==> src/rtl/output_token_writer.sv <==
// rtl/output_token_writer.sv - queues result/status pairs and writes them as two 16-bit tokens, high word first
module output_token_writer #(
    parameter int WORD_SIZE   = 16,
    parameter int BUFFER_SIZE = 1024,
    parameter int Q_DEPTH     = 4,
    localparam int AW = $clog2(BUFFER_SIZE),
    localparam int QW = $clog2(Q_DEPTH)
) (
    input  logic                   clk,
    input  logic                   rst,
    input  logic                   i_rst_instr,
    input  logic                   i_en_wr_output_fifo,
    input  logic [2*WORD_SIZE-1:0] i_result,
    input  logic [2*WORD_SIZE-1:0] i_status,
    input  logic [AW-1:0]          i_pop_out_fifo_result,
    input  logic [AW-1:0]          i_pop_out_fifo_status,
    output logic                   o_wr_out_result,
    output logic                   o_wr_out_status,
    output logic [WORD_SIZE-1:0]   o_data_out_result,
    output logic [WORD_SIZE-1:0]   o_data_out_status,
    output logic [QW:0]            o_pending,
    output logic                   o_busy,
    output logic                   o_overflow
);

    typedef enum logic [1:0] {IDLE, CHECK, WR_HI, WR_LO} state_t;

    state_t                 r_state;
    state_t                 w_state_next;
    logic [2*WORD_SIZE-1:0] r_q_result [Q_DEPTH];
    logic [2*WORD_SIZE-1:0] r_q_status [Q_DEPTH];
    logic [QW-1:0]          r_wptr;
    logic [QW-1:0]          r_rptr;
    logic [QW:0]            r_count;
    logic                   r_overflow;
    logic                   r_clr_pend;

    logic                   w_deq;
    logic                   w_full;
    logic                   w_strobe;
    logic                   w_push;
    logic                   w_drop;
    logic                   w_clear_lo;
    logic                   w_clear;
    logic [QW:0]            w_count_next;
    logic [AW:0]            w_free_result;
    logic [AW:0]            w_free_status;
    logic                   w_space_ok;
    logic [2*WORD_SIZE-1:0] w_head_result;
    logic [2*WORD_SIZE-1:0] w_head_status;

    assign w_deq      = (r_state == WR_LO);
    assign w_full     = (r_count == (QW+1)'(Q_DEPTH));
    assign w_strobe   = i_en_wr_output_fifo && i_rst_instr;
    // A full queue still takes a strobe when the head leaves on the same edge.
    assign w_push     = w_strobe && (!w_full || w_deq);
    assign w_drop     = w_strobe && w_full && !w_deq;
    // An instruction reset seen during a pair is deferred to the WR_LO edge.
    assign w_clear_lo = w_deq && (!i_rst_instr || r_clr_pend);
    assign w_clear    = w_clear_lo || (!i_rst_instr && (r_state == IDLE || r_state == CHECK));
    assign w_count_next = r_count + (QW+1)'(w_push) - (QW+1)'(w_deq);

    assign w_free_result = (AW+1)'(BUFFER_SIZE) - {1'b0, i_pop_out_fifo_result};
    assign w_free_status = (AW+1)'(BUFFER_SIZE) - {1'b0, i_pop_out_fifo_status};
    assign w_space_ok    = (w_free_result >= (AW+1)'(2)) && (w_free_status >= (AW+1)'(2));

    always_comb begin
        w_state_next = r_state;
        case (r_state)
            IDLE:    if (i_rst_instr && r_count != '0) w_state_next = CHECK;
            CHECK:   if (!i_rst_instr)                 w_state_next = IDLE;
                     else if (w_space_ok)              w_state_next = WR_HI;
            WR_HI:   w_state_next = WR_LO;
            WR_LO:   if (!w_clear_lo && w_count_next != '0) w_state_next = CHECK;
                     else                                   w_state_next = IDLE;
            default: w_state_next = IDLE;
        endcase
    end

    always_ff @(posedge clk or negedge rst) begin
        if (!rst) begin
            r_state    <= IDLE;
            r_wptr     <= '0;
            r_rptr     <= '0;
            r_count    <= '0;
            r_overflow <= 1'b0;
            r_clr_pend <= 1'b0;
        end else begin
            r_state <= w_state_next;
            if (w_clear) begin
                r_wptr     <= '0;
                r_rptr     <= '0;
                r_count    <= '0;
                r_overflow <= 1'b0;
                r_clr_pend <= 1'b0;
            end else begin
                if (w_push) r_wptr <= r_wptr + 1'b1;
                if (w_deq)  r_rptr <= r_rptr + 1'b1;
                r_count <= w_count_next;
                if (w_drop) r_overflow <= 1'b1;
                if (r_state == WR_HI && !i_rst_instr) r_clr_pend <= 1'b1;
            end
        end
    end

    always_ff @(posedge clk) begin
        if (w_push) begin
            r_q_result[r_wptr] <= i_result;
            r_q_status[r_wptr] <= i_status;
        end
    end

    assign w_head_result = r_q_result[r_rptr];
    assign w_head_status = r_q_status[r_rptr];

    always_comb begin
        o_wr_out_result   = 1'b0;
        o_wr_out_status   = 1'b0;
        o_data_out_result = '0;
        o_data_out_status = '0;
        if (r_state == WR_HI) begin
            o_wr_out_result   = 1'b1;
            o_wr_out_status   = 1'b1;
            o_data_out_result = w_head_result[2*WORD_SIZE-1:WORD_SIZE];
            o_data_out_status = w_head_status[2*WORD_SIZE-1:WORD_SIZE];
        end else if (r_state == WR_LO) begin
            o_wr_out_result   = 1'b1;
            o_wr_out_status   = 1'b1;
            o_data_out_result = w_head_result[WORD_SIZE-1:0];
            o_data_out_status = w_head_status[WORD_SIZE-1:0];
        end
    end

    assign o_pending  = r_count;
    assign o_busy     = (r_state != IDLE);
    assign o_overflow = r_overflow;

endmodule

==> config.mk <==
export PLATFORM = sky130hd
export DESIGN_NAME = output_token_writer
export DESIGN_NICKNAME = d
export VERILOG_FILES = /design/src/rtl/output_token_writer.sv
export SDC_FILE = /design/constraint.sdc
export NUM_CORES = 1
export LEC_CHECK = 0
export ABC_CLOCK_PERIOD_IN_PS = 3200
export CAP_MARGIN = 25
export CORE_UTILIZATION = 25
export CTS_CLUSTER_DIAMETER = 150
export CTS_CLUSTER_SIZE = 14
export DETAILED_ROUTE_END_ITERATION = 10
export MAX_ROUTING_LAYER = met4
export PLACE_DENSITY_LB_ADDON = 0.12
export SYNTH_ARGS = -nofsm -noshare
export SYNTH_HDL_FRONTEND = slang
export SYNTH_SLANG_ARGS = --single-unit
==> constraint.sdc <==
create_clock -name clk -period 3.2 [get_ports clk]
set_clock_uncertainty 0.1 [all_clocks]
set_input_delay 0.64 -clock clk [delete_from_list [all_inputs] [get_ports clk]]
set_output_delay 0.64 -clock clk [all_outputs]
set_load 0.05 [all_outputs]
---- Word-level counts from Yosys, hierarchy flattened ----
Memories as Yosys holds them, arrays and structs flattened.
Cells that the tools add are included.
word-level totals
  register bits after elaboration ......... 11
  RAM bits ................................ 256
  input bits .............................. 88
  output and inout port bits .............. 39
  word-level logic and storage cells ...... 71
  memories ................................ 2
operators by class
  add/subtract/negate cells ............... 6
  order comparisons ....................... 2
  equal/unequal tests ..................... 6
  multiplexer cells ....................... 22
  reductions and logical operators ........ 27
memory list
  memory      depth  width  rd ports  clocked after Yosys merged registers in  write ports  line  text
  r_q_result  4      32     1         0                                        1            30    logic [2*WORD_SIZE-1:0] r_q_result [Q_DEPTH];
  r_q_status  4      32     1         0                                        1            31    logic [2*WORD_SIZE-1:0] r_q_status [Q_DEPTH];
operators with widths
  cell                                                                     number
  16-bit two-way mux                                                       4
  11-bit by 2-bit >= comparator with 1-bit output, second input constant   2
  11-bit by 10-bit subtractor with 11-bit output, first input constant     2
  2-bit two-way mux                                                        7
  1-bit logical AND                                                        10
  2-bit nonzero test                                                       5
  1-bit two-way mux                                                        9
  2-bit case mux with 4 select lines                                       1
  3-bit nonzero test                                                       2
  2-bit by 1-bit adder with 2-bit output, second input constant            2
  2-bit equality test, second input constant                               2
  1-bit logical NOT                                                        4
  1-bit logical OR                                                         4
  3-bit by 1-bit adder with 3-bit output                                   1
  3-bit equality test, second input constant                               1
  3-bit two-way mux                                                        1
  3-bit inequality test, second input constant                             1
  3-bit by 1-bit subtractor with 3-bit output                              1
  2-bit by 1-bit equality test with 1-bit output, second input constant    1
  2-bit logical NOT                                                        1
  2-bit by 1-bit inequality test with 1-bit output, second input constant  1
  2-bit AND reduction                                                      1

---- Depth between registers and ports, before layout ----
Gate-level depths: netlist of run 1.
  depth after elaboration ................. 10
  mapped depth ............................ 11
  mapped depth without buffers ............ 10

---- Worst setup path before layout of run 1 ----
OpenSTA, ideal clock, no wires.
  path type ............................... input-to-reg
  start point ............................. input i_rst_instr
  end point ............................... memory r_q_result[1][0] (netlist name), enable pin
  setup time .............................. 429 ps
  arrival time ............................ 2924 ps
  data required time ...................... 2671 ps
  slack ................................... -253 ps
  stages on the path ...................... 4
  buffers on the path ..................... 1
  path through ............................ clkbuf_1 nand2_1 a31oi_1 and2_1
on the way
  longest elaborated chain between the ends .. 4
ends and longest elaborated chain
  what                                     line  text
  from (decl)                              11    input logic i_rst_instr,
  1-bit logical AND                        54    assign w_strobe = i_en_wr_output_fifo && i_rst_instr;
  1-bit logical AND                        56    assign w_push = w_strobe && (!w_full || w_deq);
  1-bit two-way mux                        107   if (w_push) begin
  1-bit two-way mux (implied by the code)  108   r_q_result[r_wptr] <= i_result;
  to (decl)                                30
No other way between the ends.

---- Worst setup path in the final report of run 1 ----
  start point ............................. register r_rptr[0]
  end point ............................... output o_data_out_status[13]
on the way
  longest elaborated chain between the ends .. 3
ends and longest elaborated chain
  what                    line  text
  from (decl)             33    logic [QW-1:0] r_rptr;
  from (signal assigned)  98    if (w_deq) r_rptr <= r_rptr + 1'b1;
  memory 4 x 32 bit *     --
  16-bit two-way mux      126   end else if (r_state == WR_LO) begin
  16-bit two-way mux *    121   if (r_state == WR_HI) begin
  to (decl)               20    output logic [WORD_SIZE-1:0] o_data_out_status,
Every way passes the cells marked *; elsewhere a longest branch is shown, timed or not.

==> impl_results.md, run 1 <==
- Outcome: completed
- Fmax: 326.7 MHz
- Worst Slack Setup Final: 139.1 ps
- Simple-gate share of the synthesized area: 0.03369
- Total Nets Final: 769
- Syn nets: 620
- Total Wirelength: 24.37 mm
- Crit. End Element: output port
- Worst path most repeated cell: buf_4
- Avg Synthesized Cell Area: 20.39 um2
- Total GRT Usage: 0.1179
- Synth area leader: edfxtp_1
- Iteration-0 DRC Markers: 264
- Asr flop ratio synth: 0.04120
- Crit start category: flop
- Worst path max stage delay: 560 ps
- Hold Crit Class: input pin to async pin
- Post-synthesis mux area share: 0.1668
- Final core utilization: 0.3197
- Post-synth EDFFs: 256
- Vias in the first global route: 6040
- Pre-CTS setup slack: 62.72 ps
- Detailed Routing Iterations Pass 1: 4
- I/O pin cnt: 127
- Synth warn: 0
- Clk Latency, worst-skew pair: 510 ps
- Xor/xnor share of the synthesized area: 0.003298
- Ranking of synthesized cells by area: edfxtp_1 (72%), mux4_2 (14%), mux2i_1 (3.1%)
- # port buffers: 126
- Via count: 5348
- Slowest CP cell: mux4_2
- Synth Flop Type: edfxtp_1
- Pwr dens: 702.3 nW/um2
- Critical path arrival: 2320 ps
- Final Max Slew Viols: 0
- Vias per cell: 4.384
- Initial Util: 0.2532
- Final Cycle Share: 0.9565
- Top cell type's share of synthesized area: 0.7237
- Layout area overhead: 26.24%
- CTS tree: built
- TritonCTS Buffers: 23
- Largest family of logic cells by synthesized area: multiplexers
- Leak Pwr: 4.307 nW
- # hold bufs at CTS: 0
- Final ANT Viol Nets: 0
- Cell Rows: 75
- Fin crit period: 3061 ps
- Complex-gate fraction of the synthesized area: 0.01602
- Reg clk slew, reported paths: 70 ps
- Adder-cell share of the synthesized area: 0.01366
- Die Span Y: 208.1 um
- Distinct cells, synth: 44
- Peak supply drop: 0.0003226 V
- First-pass GRT wire length: 37.72 mm
- Layout cells sized above 1: 0.2334
- Post-synthesis sequential area ratio: 0.7496
- Cells after synthesis: 521
- CTS root buf: clkbuf_16
- Largest net degree at the start of global routing: 39
- Avg WL per Cell: 19.97 um
- Synth Register Bits: 267
- CP Cell Sequence: buf_12 -> buf_4 -> mux4_2 -> mux2i_1 -> nor2_1 -> buf_4
- Post-detail-place hpwl: 14.74 mm
- Final setup TNS: 0 ps
- Worst-margin pin slew: 667.0 ps
- Finish-stage setup viols: 0
- H-tree levels: 1
- Die extent in x: 208.1 um
- Final GP Congestion: 0.7401
- Antenna violations before repair: 4
- Hold Violations, Final: 0
- TritonCTS sink count: 267
- Critical Path RT: 2460 ps
- Area of the mapped netlist: 10620 um2
- Unrepaired setup endpoints after global routing: no
- Drt drc: 0
- Slew margin rel.: 0.5553
- Crit-path max FO: 10
- Die area: 43320 um2
- Critical path type: flop to output port
- Max-cap violations: 0
- Maximum clock path buffer count: 3
- Power Total: 9.419 mW
- Placeable core region: 41950 um2
- Remaining global-route overflow: 0
[timing repair]
| action | CTS | global route |
|---|---|---|
| cloned | 0 | 1 |
| setup endpoints to repair | 27 | 3 |
| buffers inserted | 4 | 0 |
| gates resized for setup | 0 | 2 |
| hold endpoints to repair | 0 | 0 |
[area by class of cell]
class	count	area, um2
fill	4029	28540
multi-input combinational	211	2490
antenna	4	10.01
clock buffer	31	605.6
clock inverter	1	16.27
sequential	267	7974
timing repair buffer	151	1580
inverter	16	60.06
tap	539	674.4
[synthesized netlist by cell type, types with 2 or more instances]
cell      number
edfxtp_1     256
mux4_2        64
nor2_1        42
mux2i_1       33
inv_1         16
clkbuf_1      12
dfrtp_1       11
ha_1          10
buf_2          9
a21oi_1        4
and2_1         4
buf_1          4
nand2_1        4
nor2b_1        4
nor3_1         4
o21ai_0        4
a31oi_1        3
nand4_1        3
nor4_1         3
xnor2_1        3
buf_4          2
nand3_1        2
o22ai_1        2
o31ai_1        2
[cell families (layout without fill, tap and decap cells)]
group,after synthesis,in the layout
AND/OR/NAND/NOR,75,75
AO/OA/AOI/OAI,24,24
adder cells (fa/ha/maj),11,11
XOR/XNOR,4,4
flip-flops,267,267
other,0,4
buffers and inverters,43,199
multiplexers,97,97
[worst max-delay path, delay by kind of cell (launching register included)]
kind / cells / cell delay (ps)
multiplexers: 2 / 710
buffers and inverters: 3 / 590
flip-flops: 1 / 430
AND/OR/NAND/NOR: 1 / 70
[path summary, 6_finish.rpt]
check | startpoint | end | slack [ps] | depth (start not counted)
max | r_rptr[0] | o_data_out_status[13] | 140 | 6
min | rst | o_overflow | 380 | 1
max reg2reg | r_state[0] | r_state[0] | 500 | 10
min reg2reg | o_overflow | o_overflow | 420 | 2
max in group asynchronous | rst | r_rptr[1] | 2210 | 1
min in group clk | o_overflow | o_overflow | 420 | 2
[power by group]
group	switching, mW	internal, mW	leakage (nW)	total, mW
sequential	0.116	4.13	2.46	4.24
clock	1.16	1.31	0.300	2.47
combinational	1.60	1.11	1.54	2.70
total	2.87	6.54	4.31	9.42
[through the flow]
stage | cell area, um2 | std cells | hold WS, ps
after floorplan | 10630 | 521 | 244.4
after global placement | 12690 | 1179 | 415.2
after detailed placement | 12690 | 1179 | 412.3
after CTS | 13360 | 1215 | 376.8
after global routing | 13410 | 1220 | 405.0
final | 13410 | 1220 | 381.7
[state kept, by name (all words and copies together) (netlist names), named ones only]
| register | flops |
|---|---|
| r_state | 1 |
| r_rptr | 2 |
| r_q_result | 128 |
| r_wptr | 2 |
| o_overflow | 1 |
| r_clr_pend | 1 |
| o_pending | 3 |
| r_q_status | 128 |
[placed cells by master (no fill, tap or decap), types with 2 or more instances in the layout]
| cell type | n |
|---|---|
| a21oi_1 | 4 |
| a31oi_1 | 3 |
| and2_4 | 4 |
| buf_12 | 13 |
| buf_4 | 40 |
| clkbuf_1 | 8 |
| clkbuf_16 | 24 |
| clkdlybuf4s50_1 | 94 |
| dfrtp_1 | 8 |
| dfrtp_4 | 3 |
| diode_2 | 4 |
| edfxtp_1 | 256 |
| ha_1 | 10 |
| inv_1 | 15 |
| mux2i_1 | 33 |
| mux4_2 | 64 |
| nand2_1 | 4 |
| nand3_1 | 2 |
| nand4_1 | 3 |
| nor2_1 | 42 |
| nor2b_1 | 4 |
| nor3_1 | 4 |
| nor4_1 | 3 |
| o21ai_0 | 4 |
| o22ai_1 | 2 |
| o31ai_1 | 2 |
| xnor2_1 | 3 |
[layer usage]
metal  wire [um]  up-vias  track usage
li1            -     2410            -
met1       10690     2784       0.1485
met2       12080      124       0.1950
met3        1181       30      0.02445
met4         420        0      0.02682
met5           0        -            -
Note: power is estimated with default switching activity, not from simulation.
==> run 2: changes to the inputs <==
CORE_ASPECT_RATIO = 0.75   (was not set)
==> impl_results.md, run 2 (synthesis gave the netlist of run 1 again) <==
- Outcome: completed
- Peak supply drop: 0.0002955 V
- Final Max Slew Viols: 0
- Detailed Routing Iterations Pass 1: 4
- Critical path type: flop to output port
- Unrepaired setup endpoints after global routing: yes
- Worst-margin pin slew: 901.9 ps
- TritonCTS sink count: 267
- # hold bufs at CTS: 0
- Comb pwr share: 0.289
- Critical Path RT: 2460 ps
- Crit start category: flop
- Total GRT Usage: 0.1212
- Vias in the first global route: 5895
- Hold Violations, Final: 0
- Switching pwr: 2.977 mW
- Post-detail-place hpwl: 14.91 mm
- Leak Pwr: 4.351 nW
- Clk Latency, worst-skew pair: 530 ps
- Die Span Y: 180.5 um
- First-pass GRT wire length: 37.65 mm
- H-tree levels: 1
- Vias per cell: 4.300
- Most frequent cells in the layout: edfxtp_1 (256), clkdlybuf4s50_1 (94), mux4_2 (64), nor2_1 (42), buf_4 (40)
- Post-DP Area: 12700 um2
- Antenna violations before repair: 3
- R2R depth: 10
- Hold Crit Class: input pin to async pin
- Iteration-0 DRC Markers: 322
- Critical path arrival: 2370 ps
- Drt drc: 0
- Fraction of power spent switching nets: 0.3119
- Pwr dens: 705.9 nW/um2
- Max-cap violations: 0
- Initial Util: 0.2571
- Total Nets Final: 773
- Commonest non-fill, non-tap cell in the layout: edfxtp_1
- I/O pin cnt: 127
- Final GP Congestion: 0.7510
- Crit-path max FO: 6
- Fin crit period: 3106 ps
- Slew margin rel.: 0.3987
- Via count: 5358
- Die area: 43330 um2
- Total Wirelength: 25.40 mm
- Avg WL per Cell: 20.39 um
- # port buffers: 126
- Finish-stage setup viols: 0
- Worst r2r dst: r_state[0]
- CTS root buf: clkbuf_16
- Seq pwr share: 0.443
- Remaining global-route overflow: 0
- Placeable core region: 41320 um2
- Clk pwr share: 0.268
- Final ANT Viol Nets: 0
- Crit. End Element: output port
- TritonCTS Buffers: 23
- R2R setup slack: 470 ps
- Design Area, Final: 13520 um2
- CTS tree: built
- Cell Rows: 64
- Final Cycle Share: 0.9705
- Layout area overhead: 27.31%
- Maximum clock path buffer count: 3
- Die extent in x: 240.0 um
- Largest net degree at the start of global routing: 41
- Fmax: 322.0 MHz
- P_int: 6.569 mW
- Layout cells sized above 1: 0.2390
- Reg clk slew, reported paths: 70 ps
- Final setup TNS: 0 ps
run 2: power groups by stage:
| stage | clock [mW] | sequential, mW | combinational, mW |
|---|---|---|---|
| global route | 2.79 | 4.26 | 2.97 |
| floorplan | 0 | 4.30 | 1.74 |
| detailed placement | 0 | 4.33 | 2.69 |
| finish | 2.56 | 4.23 | 2.76 |
| CTS | 2.66 | 4.23 | 2.73 |
| global placement | 0 | 4.31 | 2.68 |
run 2: worst max path at each step:
stage,slack (ps),from,end,cells after the start
floorplan,240,i_rst_instr,r_state[0],11
global placement,100,i_rst_instr,r_state[0],11
detailed placement,70,i_rst_instr,r_state[0],11
CTS,40,r_rptr[0],o_data_out_result[1],5
global route,-10,r_rptr[0],o_data_out_status[3],6
finish,90,r_rptr[0],o_data_out_status[1],6
run 2: layout make-up:
class | count | area, um2
flip-flops and latches | 267 | 7971
diodes | 3 | 7.507
clock inverters | 2 | 36.28
fillers | 3982 | 27800
repair buffers | 155 | 1652
multi-input cells | 211 | 2490
clock buffers | 31 | 605.6
well taps | 561 | 701.9
inverters | 16 | 60.06
run 2: critical path: stages (launching register included):
cell and delay [ps]:
dfrtp_4 530, buf_4 190, clkbuf_16 180, mux4_2 500, mux2i_1 150, nor2_1 80
buf_4 190
run 2: timing repair:
action | 4_1_cts | 5_1_grt
cloned | 0 | 3
setup endpoints to repair | 14 | 4
buffers inserted | 3 | 3
gates resized for setup | 0 | 5
run 2: metal layers:
metal / track usage / part of all wire
met5: - / 0
met1: 0.1565 / 0.46
met2: 0.1943 / 0.47
met3: 0.03094 / 0.054
met4: 0.02013 / 0.015
run 2: stage by stage:
stage | cells | util | setup slack (ps) | power, mW | hold WS (ps)
floorplan | 521 | - | 241.2 | 6.046 | 244.4
global placement | 1201 | 0.3075 | 102.2 | 6.990 | 379.7
detailed placement | 1201 | 0.3075 | 68.26 | 7.018 | 409.1
CTS | 1237 | 0.3239 | 39.98 | 9.622 | 378.0
global route | 1246 | 0.3273 | -12.86 | 10.01 | 403.9
finish | 1246 | 0.3273 | 94.43 | 9.547 | 392.0
